--- src/rtl/pipelined_addsub_pkg.sv ---
// Shared definitions for the pipelined adder/subtractor.
//   DefWidth / DefStages : default operand width and slice count
//   MaxWidth             : widest operand the stage bundle can carry
//   stage_t              : one pipeline stage register bundle
package pipelined_addsub_pkg;

    localparam int unsigned DefWidth  = 16;
    localparam int unsigned DefStages = 4;
    localparam int unsigned MaxWidth  = 64;

    // Fields are sized for MaxWidth; only the low WIDTH bits carry data.
    typedef struct packed {
        logic                valid;
        logic                carry;  // carry out of the slice just processed
        logic                cmsb;   // carry into the MSB of that slice
        logic [MaxWidth-1:0] sum;    // completed sum bits so far
        logic [MaxWidth-1:0] x_rem;  // operand x, upper slices still pending
        logic [MaxWidth-1:0] y_rem;  // operand yy (y or ~y), upper slices still pending
    } stage_t;

endpackage

--- src/rtl/pipelined_addsub_rca_slice.sv ---
// Combinational SW-bit ripple-carry slice built from per-bit full adders.
//   a, b     : slice operands
//   ci       : carry into bit 0
//   s        : slice sum
//   co       : carry out of the slice MSB
//   c_msb_in : carry into the slice MSB (signed-overflow detection)
module rca_slice #(
    parameter int unsigned SW = 4
) (
    input  logic [SW-1:0] a,
    input  logic [SW-1:0] b,
    input  logic          ci,
    output logic [SW-1:0] s,
    output logic          co,
    output logic          c_msb_in
);

    logic [SW:0] c;

    always_comb begin
        c    = '0;
        s    = '0;
        c[0] = ci;
        for (int i = 0; i < int'(SW); i++) begin
            s[i]   = a[i] ^ b[i] ^ c[i];
            c[i+1] = (a[i] & b[i]) | (c[i] & (a[i] ^ b[i]));
        end
    end

    assign co       = c[SW];
    assign c_msb_in = c[SW-1];

endmodule

--- src/rtl/pipelined_addsub.sv ---
// Pipelined ripple-carry adder/subtractor with valid/ready handshake.
//   clk, rst_n          : clock, asynchronous active-low reset
//   in_valid / in_ready : operand handshake
//   x, y, cin, sub      : operands, carry/borrow in, subtract select
//   out_valid/out_ready : result handshake
//   s, cout, ovf, zero  : result, carry (inverted borrow when sub), signed overflow, zero
// Each stage ripples one SW-bit slice and registers it; a single global stall
// freezes every stage while the output holds an unaccepted result.
module pipelined_addsub
    import pipelined_addsub_pkg::*;
#(
    parameter int unsigned WIDTH  = DefWidth,
    parameter int unsigned STAGES = DefStages
) (
    input  logic             clk,
    input  logic             rst_n,
    input  logic             in_valid,
    output logic             in_ready,
    input  logic [WIDTH-1:0] x,
    input  logic [WIDTH-1:0] y,
    input  logic             cin,
    input  logic             sub,
    output logic             out_valid,
    input  logic             out_ready,
    output logic [WIDTH-1:0] s,
    output logic             cout,
    output logic             ovf,
    output logic             zero
);

    localparam int unsigned SW = WIDTH / STAGES;

    if (WIDTH < 2 || STAGES < 1 || (WIDTH % STAGES) != 0 || WIDTH > MaxWidth) begin : gen_param_err
        $error("pipelined_addsub: illegal WIDTH/STAGES combination");
    end

    stage_t           stage_q [STAGES];
    stage_t           stage_d [STAGES];
    stage_t           last;
    logic [WIDTH-1:0] yy;
    logic             c0;
    logic             stall;
    logic             accept;

    // Subtract is x + ~y + 1 - cin, so the bit-0 carry becomes cin ^ sub.
    assign yy     = sub ? ~y : y;
    assign c0     = cin ^ sub;
    assign last   = stage_q[STAGES-1];
    assign stall  = last.valid && !out_ready;
    assign accept = in_valid && !stall;

    for (genvar k = 0; k < int'(STAGES); k++) begin : gen_stage
        logic [SW-1:0] a;
        logic [SW-1:0] b;
        logic          ci;
        logic [SW-1:0] sum;
        logic          co;
        logic          cmsb;
        stage_t        d;

        if (k == 0) begin : gen_first
            assign a  = x[SW-1:0];
            assign b  = yy[SW-1:0];
            assign ci = c0;

            // A cycle with no accept loads a bubble (valid = 0).
            always_comb begin
                d       = '0;
                d.valid = accept;
                d.carry = co;
                d.cmsb  = cmsb;
                d.sum   = MaxWidth'(sum);
                d.x_rem = MaxWidth'(x);
                d.y_rem = MaxWidth'(yy);
            end
        end else begin : gen_rest
            assign a  = stage_q[k-1].x_rem[k*SW +: SW];
            assign b  = stage_q[k-1].y_rem[k*SW +: SW];
            assign ci = stage_q[k-1].carry;

            always_comb begin
                d                  = stage_q[k-1];
                d.carry            = co;
                d.cmsb             = cmsb;
                d.sum[k*SW +: SW]  = sum;
            end
        end

        rca_slice #(
            .SW(SW)
        ) u_slice (
            .a       (a),
            .b       (b),
            .ci      (ci),
            .s       (sum),
            .co      (co),
            .c_msb_in(cmsb)
        );

        assign stage_d[k] = d;
    end

    always_ff @(posedge clk or negedge rst_n) begin
        if (!rst_n) begin
            for (int k = 0; k < int'(STAGES); k++) begin
                stage_q[k] <= '0;
            end
        end else if (!stall) begin
            for (int k = 0; k < int'(STAGES); k++) begin
                stage_q[k] <= stage_d[k];
            end
        end
    end

    assign in_ready  = !stall;
    assign out_valid = last.valid;
    assign s         = last.sum[WIDTH-1:0];
    assign cout      = last.carry;
    assign ovf       = last.carry ^ last.cmsb;
    // Gated by valid so the flag reads 0 out of reset rather than "sum is 0".
    assign zero      = last.valid & ~|last.sum[WIDTH-1:0];

    // Operand copies and bits above WIDTH are dead once the last slice is done.
    logic unused_last;
    assign unused_last = ^{last.x_rem, last.y_rem, last.sum};

endmodule
--- config.mk ---
export PLATFORM = sky130hd
export DESIGN_NAME = pipelined_addsub
export DESIGN_NICKNAME = d
export VERILOG_FILES = /design/src/rtl/pipelined_addsub_pkg.sv /design/src/rtl/pipelined_addsub_rca_slice.sv /design/src/rtl/pipelined_addsub.sv
export SDC_FILE = /design/constraint.sdc
export NUM_CORES = 1
export LEC_CHECK = 0
export ABC_AREA = 1
export BUFFER_PORTS_ARGS = -buffer_cell sky130_fd_sc_hd__buf_2
export CAP_MARGIN = 20
export CORE_ASPECT_RATIO = 2
export CORE_MARGIN = 2
export CORE_UTILIZATION = 30
export CTS_BUF_LIST = sky130_fd_sc_hd__clkbuf_8
export CTS_CLUSTER_SIZE = 28
export DETAILED_ROUTE_END_ITERATION = 10
export HOLD_SLACK_MARGIN = 0.15
export MAX_ROUTING_LAYER = met4
export PLACE_DENSITY_LB_ADDON = 0.2
export SYNTH_ARGS = -nofsm -noshare
export SYNTH_HDL_FRONTEND = slang
export SYNTH_SLANG_ARGS = --single-unit
--- constraint.sdc ---
create_clock -name clk -period 2.55 [get_ports clk]
set_clock_uncertainty 0.1 [all_clocks]
set_input_delay 0.1275 -clock clk [delete_from_list [all_inputs] [get_ports clk]]
set_output_delay 0.1275 -clock clk [all_outputs]
set_load 0.005 [all_outputs]
After elaboration in Yosys (flattened, before gate mapping)
Cells that the tools add are included.
Widths: inputs -> output; s select.
- bits in registers: 145
- latch bits: 0
- bits in writable memories: 0
- bits in read-only memories: 0
- bits of input ports: 38
- output and inout port bits: 21
- word-level logic and storage cells: 110
- memories: 0
- add/sub/neg operators: 0
- multiply operators: 0
- divide/modulo/power cells: 0
- order comparisons: 0
- equal/unequal tests: 0
- shift-type cells: 0
- mux-type cells: 1
- bitwise gates (word level): 84
- reduce and logical (&&, ||, !) cells: 6
- operator list (kind ; count):
    $xor 1x1->1 ; 34
    $and 1x1->1 ; 33
    $mux 16 ; 1
    $not 16->16 ; 1
    $or 1x1->1 ; 16
    $reduce_or 16->1 ; 1
    $logic_not 1->1 ; 3
    $logic_and 1x1->1 ; 2

Depth between registers and ports, before layout
Gate-level depths: netlist of run 1.
- depth after elaboration: 11
- depth in mapped cells: 12
- gate-level depth less buffers: 10

Cells and area by module
From an unflattened synthesis of run 1, not the netlist that was laid out.
- cell total of the unflattened synthesis: 470
- area total of the unflattened synthesis: 4574.4 µm²
- by module, submodules not included (module ; times used ; cells each ; area an instance (µm²) ; sequential area each (µm²)):
    pipelined_addsub ; 1 ; 422 ; 4134.0 ; 2427.3
    rca_slice ; 4 ; 12 ; 110.1 ; 0.0

Least setup slack after synthesis of run 1
Ideal clock, no wire load.
- path type: input to register
- start: input port sub
- end: register stage_q, in the netlist gen_stage[1].d[131]
- library setup time: 0.117 ns
- arrival time: 2.156 ns
- required time: 2.333 ns
- path slack: 0.177 ns
- stages: 12
- buffers on the path: 2
- path through: buf_4 -> buf_4 -> xnor2_1 -> fa_1 -> inv_1 -> fa_1 -> inv_1 -> fa_1 -> inv_1 -> fa_1 -> nand2_1 -> nand2_1
- cells in the longest elaborated chain, start to end: 9
- elaborated cells between the ends (all ways): 16
- classes of those cells: mux: 1; bitwise: 15
- ends and longest elaborated chain (element ; line ; RTL):
    from (decl) ; pipelined_addsub.sv:22 ; input logic sub,
    $mux 16 ; pipelined_addsub.sv:46 ; assign yy = sub ? ~y : y;
    $xor 1x1->1 ; pipelined_addsub_rca_slice.sv:26 ; c[i+1] = (a[i] & b[i]) | (c[i] & (a[i] ^ b[i]));
    $and 1x1->1 ; pipelined_addsub_rca_slice.sv:26 ;
    $or 1x1->1 ; pipelined_addsub_rca_slice.sv:26 ;
    $and 1x1->1 ; pipelined_addsub_rca_slice.sv:26 ;
    $or 1x1->1 ; pipelined_addsub_rca_slice.sv:26 ;
    $and 1x1->1 ; pipelined_addsub_rca_slice.sv:26 ;
    $or 1x1->1 ; pipelined_addsub_rca_slice.sv:26 ;
    $xor 1x1->1 (*) ; pipelined_addsub_rca_slice.sv:25 ; s[i] = a[i] ^ b[i] ^ c[i];
    named net gen_stage[0].sum[3] ; pipelined_addsub.sv:56 ; logic [SW-1:0] sum;
    to (signal, indexed assignment) ; pipelined_addsub.sv:110 ; stage_q[k] <= stage_d[k];
    to (decl) ; pipelined_addsub.sv:37 ; stage_t stage_q [STAGES];
The timed path passes the listed nets; every way through them passes the cells marked *.
A chain may end at the register's enable or synchronous reset.

Final worst setup path of run 1
- start: input port x[0]
- end: register stage_q, in the netlist gen_stage[1].d[130]
- cells in the longest elaborated chain, start to end: 6
- elaborated cells between the ends (all ways): 7
- classes of those cells: bitwise: 7
- ends and longest elaborated chain (element ; line ; RTL):
    from (decl) ; pipelined_addsub.sv:19 ; input logic [WIDTH-1:0] x,
    $xor 1x1->1 ; pipelined_addsub_rca_slice.sv:26 ;
    $and 1x1->1 ; pipelined_addsub_rca_slice.sv:26 ;
    $or 1x1->1 (*) ; pipelined_addsub_rca_slice.sv:26 ;
    $and 1x1->1 (*) ; pipelined_addsub_rca_slice.sv:26 ;
    $or 1x1->1 (*) ; pipelined_addsub_rca_slice.sv:26 ;
    $xor 1x1->1 (*) ; pipelined_addsub_rca_slice.sv:25 ;
Mark *: on every way between the ends. The rest lies on a longest branch, timed or not.

==> metrics.txt, run 1 <==
# TYPE chip_impl_metric gauge
chip_impl_metric{name="fin_util",unit="%"} 36.4
chip_impl_metric{name="r2r_setup_slack",unit="ps"} 320
chip_impl_metric{name="synth_largest_type_area_fraction",unit="%"} 53.7
chip_impl_metric{name="globalplace.congestion",unit=""} 0.732
chip_impl_metric{name="port_buffers",unit=""} 58
chip_impl_metric{name="h-tree-depth",unit=""} 3
chip_impl_metric{name="final.min_clock_period",unit="ps"} 2400
chip_impl_metric{name="ant_nets",unit=""} 0
chip_impl_metric{name="post_drt_wl_per_cell",unit="µm"} 12.7
chip_impl_metric{name="detailed_place.area",unit="µm²"} 4840
chip_impl_info{name="worstPathCellList",value="dlygate4sd3_1, buf_2, inv_1, fa_1, inv_1, fa_1, inv_1, fa_1, dlygate4sd3_1, a21oi_2"} 1
chip_impl_metric{name="maxCapViolations",unit=""} 0
chip_impl_info{name="cp_slowest_cell",value="dlygate4sd3_1"} 1
chip_impl_metric{name="dr_total_vias",unit=""} 3132
chip_impl_metric{name="power-per-cell-area",unit="nW/µm²"} 1070
chip_impl_metric{name="tns",unit="ps"} 0
chip_impl_metric{name="die_w",unit="µm"} 90.8
chip_impl_metric{name="synth.cell_area",unit="µm²"} 4520
chip_impl_metric{name="postSynthRegisterBits",unit=""} 97
chip_impl_metric{name="die_area",unit="µm²"} 16100
chip_impl_metric{name="number_of_search_and_repair_iterations_in_the_first_detailed_routing_pass",unit=""} 4
chip_impl_metric{name="largest_net_degree_at_the_start_of_global_routing",unit=""} 67
chip_impl_metric{name="timing.slew.headroom",unit="%"} 58.1
chip_impl_metric{name="slowest_delay",unit="ps"} 560
chip_impl_metric{name="max_slew.worst_pin.slew",unit="ps"} 629
chip_impl_metric{name="p_leak",unit="nW"} 2.66
chip_impl_metric{name="worst_setup_hold_path_clk_slew",unit="ps"} 90
chip_impl_metric{name="timing.final.hold_violations",unit=""} 0
chip_impl_info{name="layout_commonest_cell",value="nand2_1"} 1
chip_impl_metric{name="global_route.usage.total",unit="%"} 13.0
chip_impl_metric{name="core-area",unit="µm²"} 14800
chip_impl_info{name="post_synth_main_area_contributors",value="dfrtp_1 (54%), nand2_1 (11%), fa_1 (7.1%)"} 1
chip_impl_metric{name="period_share",unit="%"} 94.3
chip_impl_metric{name="layout-drive-gt1-share",unit="%"} 20.1
chip_impl_info{name="tritoncts",value="built"} 1
chip_impl_metric{name="synth-seq-area-share",unit="%"} 53.7
chip_impl_info{name="timing.hold.worst.class",value="input pin to flop"} 1
chip_impl_info{name="outcome",value="finished clean"} 1
chip_impl_metric{name="clk_latency",unit="ps"} 360
chip_impl_metric{name="insertedDiodeCount",unit=""} 0
chip_impl_metric{name="layout.cell_area.non_filler",unit="µm²"} 5390
chip_impl_metric{name="critPathArrivalTime",unit="ps"} 2550
chip_impl_info{name="worstSetupPathType",value="input pin to flop"} 1
chip_impl_metric{name="overflow",unit=""} 0
chip_impl_metric{name="grt_antenna_before_repair",unit=""} 0
chip_impl_metric{name="cts.repair_timing.setup_buffer_count",unit=""} 0
chip_impl_metric{name="timing.fmax",unit="MHz"} 416
chip_impl_metric{name="worst_hold_path.num_cells",unit=""} 5
chip_impl_metric{name="synthesis.instances",unit=""} 468
chip_impl_info{name="rsz_0062_raised_after_global_routing",value="no"} 1
chip_impl_info{name="highest_count_cells_in_the_layout_ignoring_fill_and_taps",value="nand2_1 (129), dfrtp_1 (96), buf_2 (57), nand3_1 (53), inv_1 (34)"} 1
chip_impl_metric{name="slew_viol_final",unit=""} 0
chip_impl_info{name="cts-root-buf",value="clkbuf_8"} 1
chip_impl_metric{name="hpwlAfterDp",unit="µm"} 6080
chip_impl_metric{name="area_growth_syn_to_layout",unit="%"} 19.2
chip_impl_metric{name="finalSetupViolations",unit=""} 0
chip_impl_metric{name="start_util",unit="%"} 30.5
chip_impl_metric{name="yosys_warnings",unit=""} 0
chip_impl_metric{name="placement_rows",unit=""} 63
chip_impl_info{name="hold_start",value="y[3]"} 1
chip_impl_metric{name="number_of_cell_instances_on_the_worst_register_to_register_path",unit=""} 8
chip_impl_metric{name="worstPathMaxFanout",unit=""} 1
chip_impl_info{name="cp-start-kind",value="input pin"} 1
chip_impl_info{name="critical_path.reg2reg.endpoint",value="gen_stage[2].d[135]"} 1
chip_impl_metric{name="synthesis.nets",unit=""} 522
chip_impl_metric{name="timing.critical_path.required",unit="ps"} 2690
chip_impl_info{name="hold_path_end",value="gen_stage[1].d[131]"} 1
chip_impl_metric{name="grt_first_pass_wirelength",unit="µm"} 16000
chip_impl_info{name="r2r-start",value="gen_stage[1].a[0]"} 1
chip_impl_metric{name="clockBufferDepth",unit=""} 2
chip_impl_metric{name="vdd_ir_max",unit="V"} 0.000281
chip_impl_metric{name="syn_avg_cell_area",unit="µm²"} 9.66
chip_impl_metric{name="sum_of_routed_wire_length_over_all_layers",unit="µm"} 9310
chip_impl_metric{name="grt_pass1_vias",unit=""} 3284
chip_impl_metric{name="routed_via_density",unit=""} 4.26
chip_impl_metric{name="io-pin-count",unit=""} 59
chip_impl_metric{name="chipHeight",unit="µm"} 178
chip_impl_metric{name="numClockSinks",unit=""} 97
chip_impl_metric{name="netlist-cell-type-count",unit=""} 19
chip_impl_info{name="worstSetupEndpointType",value="flop"} 1
chip_impl_metric{name="cts-buffers-inserted",unit=""} 9
chip_impl_info{name="largest_area_contributor_in_the_netlist",value="dfrtp_1"} 1
chip_impl_metric{name="post-route-drc-count",unit=""} 0
chip_impl_metric{name="number_of_nets_in_the_layout",unit=""} 590
chip_impl_metric{name="drt_first_iter_violations",unit=""} 154
==> layout make-up <==
class	instances	area [µm²]
clock buffers	10	138
clock inverters	6	60.1
fillers	1617	9430
inverters	33	124
multi-input cells	294	1680
flip-flops and latches	97	2430
well taps	195	244
repair buffers	101	723
==> logic make-up after synthesis <==
logic type                 share of synthesized area (%)
buffers and inverters                               9.29
DFF                                                 53.7
xor gates and xnor gates                            3.49
adders and majority gates                           7.08
AOI/OAI and AO/OA                                   6.75
and+or+nand+nor                                     19.7
==> state kept, by name, indices dropped and copies added, names as in the netlist <==
register / count
s: 16
last: 1
out_valid: 1
gen_stage.b: 12
gen_stage.ci: 3
cout: 1
gen_stage.a: 12
gen_stage.d: 51
==> per-stage QoR <==
| step | std cells | hold WS [ps] | power, mW | setup slack, ps |
|---|---|---|---|---|
| global placement | 686 | -2.39 | 4.76 | 311 |
| floorplan | 468 | -268 | 4.36 | 177 |
| detailed placement | 686 | -0.00694 | 4.81 | 298 |
| global route | 736 | 272 | 6.35 | 66.5 |
| finish | 736 | 234 | 5.77 | 145 |
| CTS | 736 | 214 | 5.91 | 174 |
==> worst max-delay path: cells and delay by family <==
family / cells / cell delay, ps
fa+ha+maj: 3 / 1020
buf+inv: 6 / 1360
compound gates: 1 / 50
==> where the power goes <==
group	switching, mW	internal (mW)	total [mW]
Combinational	1.24	0.895	2.14
Clock	0.526	0.473	0.999
Sequential	0.399	2.24	2.63
Total	2.17	3.60	5.77
==> worst max-delay path by stage <==
stage               start             endpoint  slack [ps]  depth (start not counted)
CTS                  x[0]  gen_stage[1].d[130]         170                         10
detailed placement    sub  gen_stage[1].d[131]         300                         11
global route         x[0]  gen_stage[1].d[130]          70                         10
global placement      sub  gen_stage[1].d[131]         310                         11
floorplan             sub  gen_stage[1].d[131]         180                         12
finish               x[0]  gen_stage[1].d[130]         150                         10
==> per-layer routing <==
metal	vias up	GRT usage, %	share of wire [%]
met2	54	22.6	53
met3	7	2.46	3.0
met5	-	-	0
met4	0	5.68	1.4
met1	1496	14.4	42
li1	1575	-	-
==> cells in the mapped netlist <==
cell type,instances
xnor2_1,11
buf_2,3
buf_6,5
nand2_1,129
nand3_1,53
inv_1,32
o21ai_0,18
o21ai_1,1
nand4_1,1
buf_4,24
inv_2,1
xor2_1,7
nand2_4,1
nor3_1,1
fa_1,16
a21oi_2,24
nor2_1,32
dfrtp_1,97
clkbuf_1,12
==> what timing repair did <==
item | CTS | global route
endpoints found under the setup margin | 0 | 0
hold buffers | 34 | 0
gates resized for setup | 0 | 0
endpoints found under the hold margin | 127 | 0
(Power assumes the default switching activity.)
==> run 2, diff against run 1 <==
--- a/config.mk
+++ b/config.mk
@@ -9,14 +9,14 @@
 export BUFFER_PORTS_ARGS = -buffer_cell sky130_fd_sc_hd__buf_2
 export CAP_MARGIN = 20
 export CORE_ASPECT_RATIO = 2
-export CORE_MARGIN = 2
+export CORE_MARGIN = 10
 export CORE_UTILIZATION = 30
 export CTS_BUF_LIST = sky130_fd_sc_hd__clkbuf_8
 export CTS_CLUSTER_SIZE = 28
 export DETAILED_ROUTE_END_ITERATION = 10
 export HOLD_SLACK_MARGIN = 0.15
 export MAX_ROUTING_LAYER = met4
-export PLACE_DENSITY_LB_ADDON = 0.2
+export PLACE_DENSITY_LB_ADDON = 0.15
 export SYNTH_ARGS = -nofsm -noshare
 export SYNTH_HDL_FRONTEND = slang
 export SYNTH_SLANG_ARGS = --single-unit
==> run 2 against run 1 <==
  * Fmax grew 0.82%
  * Highest routed layer unchanged
  * Worst hold slack got worse by 45 ps
  * Critical path type unchanged
  * Routed wire length is 4.1% higher
==> metrics.txt, run 2 (same netlist as run 1, synthesis figures left out) <==
# TYPE chip_impl_metric gauge
chip_impl_metric{name="number_of_cell_instances_on_the_worst_register_to_register_path",unit=""} 8
chip_impl_metric{name="grt_pass1_vias",unit=""} 3352
chip_impl_metric{name="routed_via_density",unit=""} 4.26
chip_impl_metric{name="slew_viol_final",unit=""} 0
chip_impl_info{name="cp-start-kind",value="input pin"} 1
chip_impl_metric{name="post_cts_resize_count",unit=""} 0
chip_impl_metric{name="power.clock.fraction",unit="%"} 19.1
chip_impl_metric{name="numClockSinks",unit=""} 97
chip_impl_metric{name="chipHeight",unit="µm"} 194
chip_impl_metric{name="port_buffers",unit=""} 58
chip_impl_metric{name="post-route-drc-count",unit=""} 0
chip_impl_metric{name="fin_ws",unit="ps"} 165
chip_impl_metric{name="hpwlAfterDp",unit="µm"} 6470
chip_impl_info{name="cp_slowest_cell",value="dlygate4sd3_1"} 1
chip_impl_metric{name="p_leak",unit="nW"} 2.66
chip_impl_metric{name="final_hold_slack",unit="ps"} 189
chip_impl_info{name="critical-path-top-delay-family",value="buffers and inverters"} 1
chip_impl_metric{name="largest_net_degree_at_the_start_of_global_routing",unit=""} 58
chip_impl_metric{name="timing.slew.headroom",unit="%"} 57.0
chip_impl_info{name="worstSetupPathType",value="input pin to flop"} 1
chip_impl_metric{name="met1_usage",unit="%"} 12.1
chip_impl_metric{name="clockBufferDepth",unit=""} 2
chip_impl_metric{name="number_of_search_and_repair_iterations_in_the_first_detailed_routing_pass",unit=""} 4
chip_impl_metric{name="worst_setup_hold_path_clk_slew",unit="ps"} 100
chip_impl_metric{name="post_layout_nonfiller_instances",unit=""} 732
chip_impl_metric{name="vdd_ir_max",unit="V"} 0.000333
chip_impl_metric{name="overflow",unit=""} 0
chip_impl_metric{name="die_area",unit="µm²"} 20700
chip_impl_metric{name="global_route.usage.met3",unit="%"} 1.53
chip_impl_metric{name="io-pin-count",unit=""} 59
chip_impl_metric{name="r2r_setup_slack",unit="ps"} 240
chip_impl_metric{name="final.min_clock_period",unit="ps"} 2380
chip_impl_metric{name="power_report.internal_total",unit="mW"} 3.72
chip_impl_metric{name="switching_share",unit="%"} 37.4
chip_impl_metric{name="h-tree-depth",unit=""} 3
chip_impl_metric{name="layout-drive-gt1-share",unit="%"} 20.1
chip_impl_metric{name="clk_latency",unit="ps"} 380
chip_impl_metric{name="filler_cell_count",unit=""} 1568
chip_impl_metric{name="slowest_delay",unit="ps"} 560
chip_impl_metric{name="multi_input_comb_area",unit="µm²"} 1680
chip_impl_metric{name="drt_first_iter_violations",unit=""} 169
chip_impl_info{name="critical_path.reg2reg.endpoint",value="s[15]"} 1
chip_impl_metric{name="tns",unit="ps"} 0
chip_impl_metric{name="globalplace.congestion",unit=""} 0.718
chip_impl_metric{name="crit_buf_inv",unit=""} 6
chip_impl_metric{name="pre_cts_slack",unit="ps"} 260
chip_impl_metric{name="dr_total_vias",unit=""} 3120
chip_impl_info{name="timing.hold.worst.class",value="input pin to async pin"} 1
chip_impl_info{name="worstPathCellList",value="dlygate4sd3_1, buf_2, inv_1, fa_1, inv_1, fa_1, inv_1, fa_1, dlygate4sd3_1, a21oi_2"} 1
chip_impl_info{name="end_point_of_the_critical_path",value="gen_stage[1].d[130]"} 1
chip_impl_metric{name="start_util",unit="%"} 30.5
chip_impl_metric{name="finalSetupViolations",unit=""} 0
chip_impl_metric{name="number_of_nets_in_the_layout",unit=""} 586
chip_impl_info{name="rsz_0062_raised_after_global_routing",value="no"} 1
chip_impl_metric{name="worstPathMaxFanout",unit=""} 1
chip_impl_metric{name="grt_antenna_before_repair",unit=""} 0
chip_impl_info{name="top_usage_layer",value="met2"} 1
chip_impl_metric{name="area_growth_syn_to_layout",unit="%"} 19.2
chip_impl_metric{name="critPathArrivalTime",unit="ps"} 2550
chip_impl_metric{name="largest_reg_flops",unit=""} 51
chip_impl_info{name="cts-root-buf",value="clkbuf_8"} 1
chip_impl_info{name="worstSetupEndpointType",value="flop"} 1
chip_impl_info{name="critical_path.startpoint",value="x[0]"} 1
chip_impl_metric{name="power.total",unit="mW"} 5.93
chip_impl_info{name="tritoncts",value="built"} 1
chip_impl_metric{name="timing.critical_path.required",unit="ps"} 2710
chip_impl_metric{name="dpl.cell_count",unit=""} 684
chip_impl_info{name="outcome",value="finished clean"} 1
chip_impl_metric{name="share_seq_of_total_power",unit="%"} 44.5
chip_impl_metric{name="global_route.usage.total",unit="%"} 10.2
chip_impl_info{name="layout_commonest_cell",value="nand2_1"} 1
chip_impl_metric{name="ant_nets",unit=""} 0
chip_impl_metric{name="die_w",unit="µm"} 107
chip_impl_metric{name="power-per-cell-area",unit="nW/µm²"} 1100
chip_impl_metric{name="maxCapViolations",unit=""} 0
chip_impl_metric{name="grt_use_met2",unit="%"} 16.3
chip_impl_metric{name="insertedDiodeCount",unit=""} 0
chip_impl_info{name="highest_count_cells_in_the_layout_ignoring_fill_and_taps",value="nand2_1 (129), dfrtp_1 (96), buf_2 (57), nand3_1 (53)"} 1
chip_impl_metric{name="final-seq-area",unit="µm²"} 2430
chip_impl_metric{name="timing.fmax",unit="MHz"} 419
chip_impl_metric{name="timing.final.hold_violations",unit=""} 0
chip_impl_metric{name="placement_rows",unit=""} 63
chip_impl_metric{name="core-area",unit="µm²"} 14800
chip_impl_metric{name="critical_path_cell_count",unit=""} 10
chip_impl_metric{name="cts-buffers-inserted",unit=""} 9
chip_impl_metric{name="max_slew.worst_pin.slew",unit="ps"} 646
chip_impl_metric{name="grt_first_pass_wirelength",unit="µm"} 16700
chip_impl_metric{name="switching_power",unit="mW"} 2.22
chip_impl_metric{name="post_drt_wl_per_cell",unit="µm"} 13.2
chip_impl_metric{name="sum_of_routed_wire_length_over_all_layers",unit="µm"} 9700
chip_impl_metric{name="period_share",unit="%"} 93.5
chip_impl_info{name="r2r-start",value="gen_stage[3].a[0]"} 1
chip_impl_metric{name="proportion_of_power_drawn_by_combinational_gates",unit="%"} 36.4
-- run 2: changes by cell type in the layout (fill, tap and decap cells not counted), sizes merged --
| cell | delta |
|---|---|
| buf | -3 |
| clkinv | +2 |
| clkinvlp | -2 |
| bufinv | +1 |
| dlygate4sd3 | -1 |
| inv | -1 |
-- run 2: how the worst min path moves through the flow --
stage	to	slack, ps	cells past startpoint
after CTS	gen_stage[1].d[194]	210	2
final	gen_stage[1].d[194]	190	2
after global placement	gen_stage[1].d[194]	70	1
after detailed placement	gen_stage[1].a[3]	80	1
after global routing	gen_stage[1].d[194]	220	2
after floorplan	cout	-270	0
-- run 2: routing by layer --
metal	up-vias	wire (µm)
met5	-	0
met4	0	189
met3	8	210
met2	55	5010
met1	1485	4290
li1	1572	-
-- run 2: repair_timing --
action / CTS / global route
buffers inserted: 0 / 0
hold endpoints to repair: 74 / 0
hold buffers: 32 / 0
-- run 2: power by group through the flow --
stage / Clock, mW / Combinational (mW) / Sequential (mW)
after floorplan: 0 / 1.80 / 2.56
after global placement: 0 / 2.13 / 2.67
after detailed placement: 0 / 2.17 / 2.68
after CTS: 1.18 / 2.23 / 2.65
after global routing: 1.24 / 2.55 / 2.73
final: 1.13 / 2.16 / 2.64
-- run 2: through the flow --
| step | util [%] | area, µm² |
|---|---|---|
| final | 36.4 | 5390 |
| after global routing | 36.4 | 5390 |
| after CTS | 36.4 | 5390 |
| after detailed placement | 32.7 | 4840 |
| after global placement | 32.7 | 4840 |
| after floorplan | - | 4520 |
-- run 2: final cells by class --
type	count	share of cell area, %
clock inverter	6	1.67
timing repair buffer	97	12.8
sequential	97	45.1
clock buffer	10	2.55
multi-input combinational	294	31.1
inverter	33	2.30
tap	195	4.53
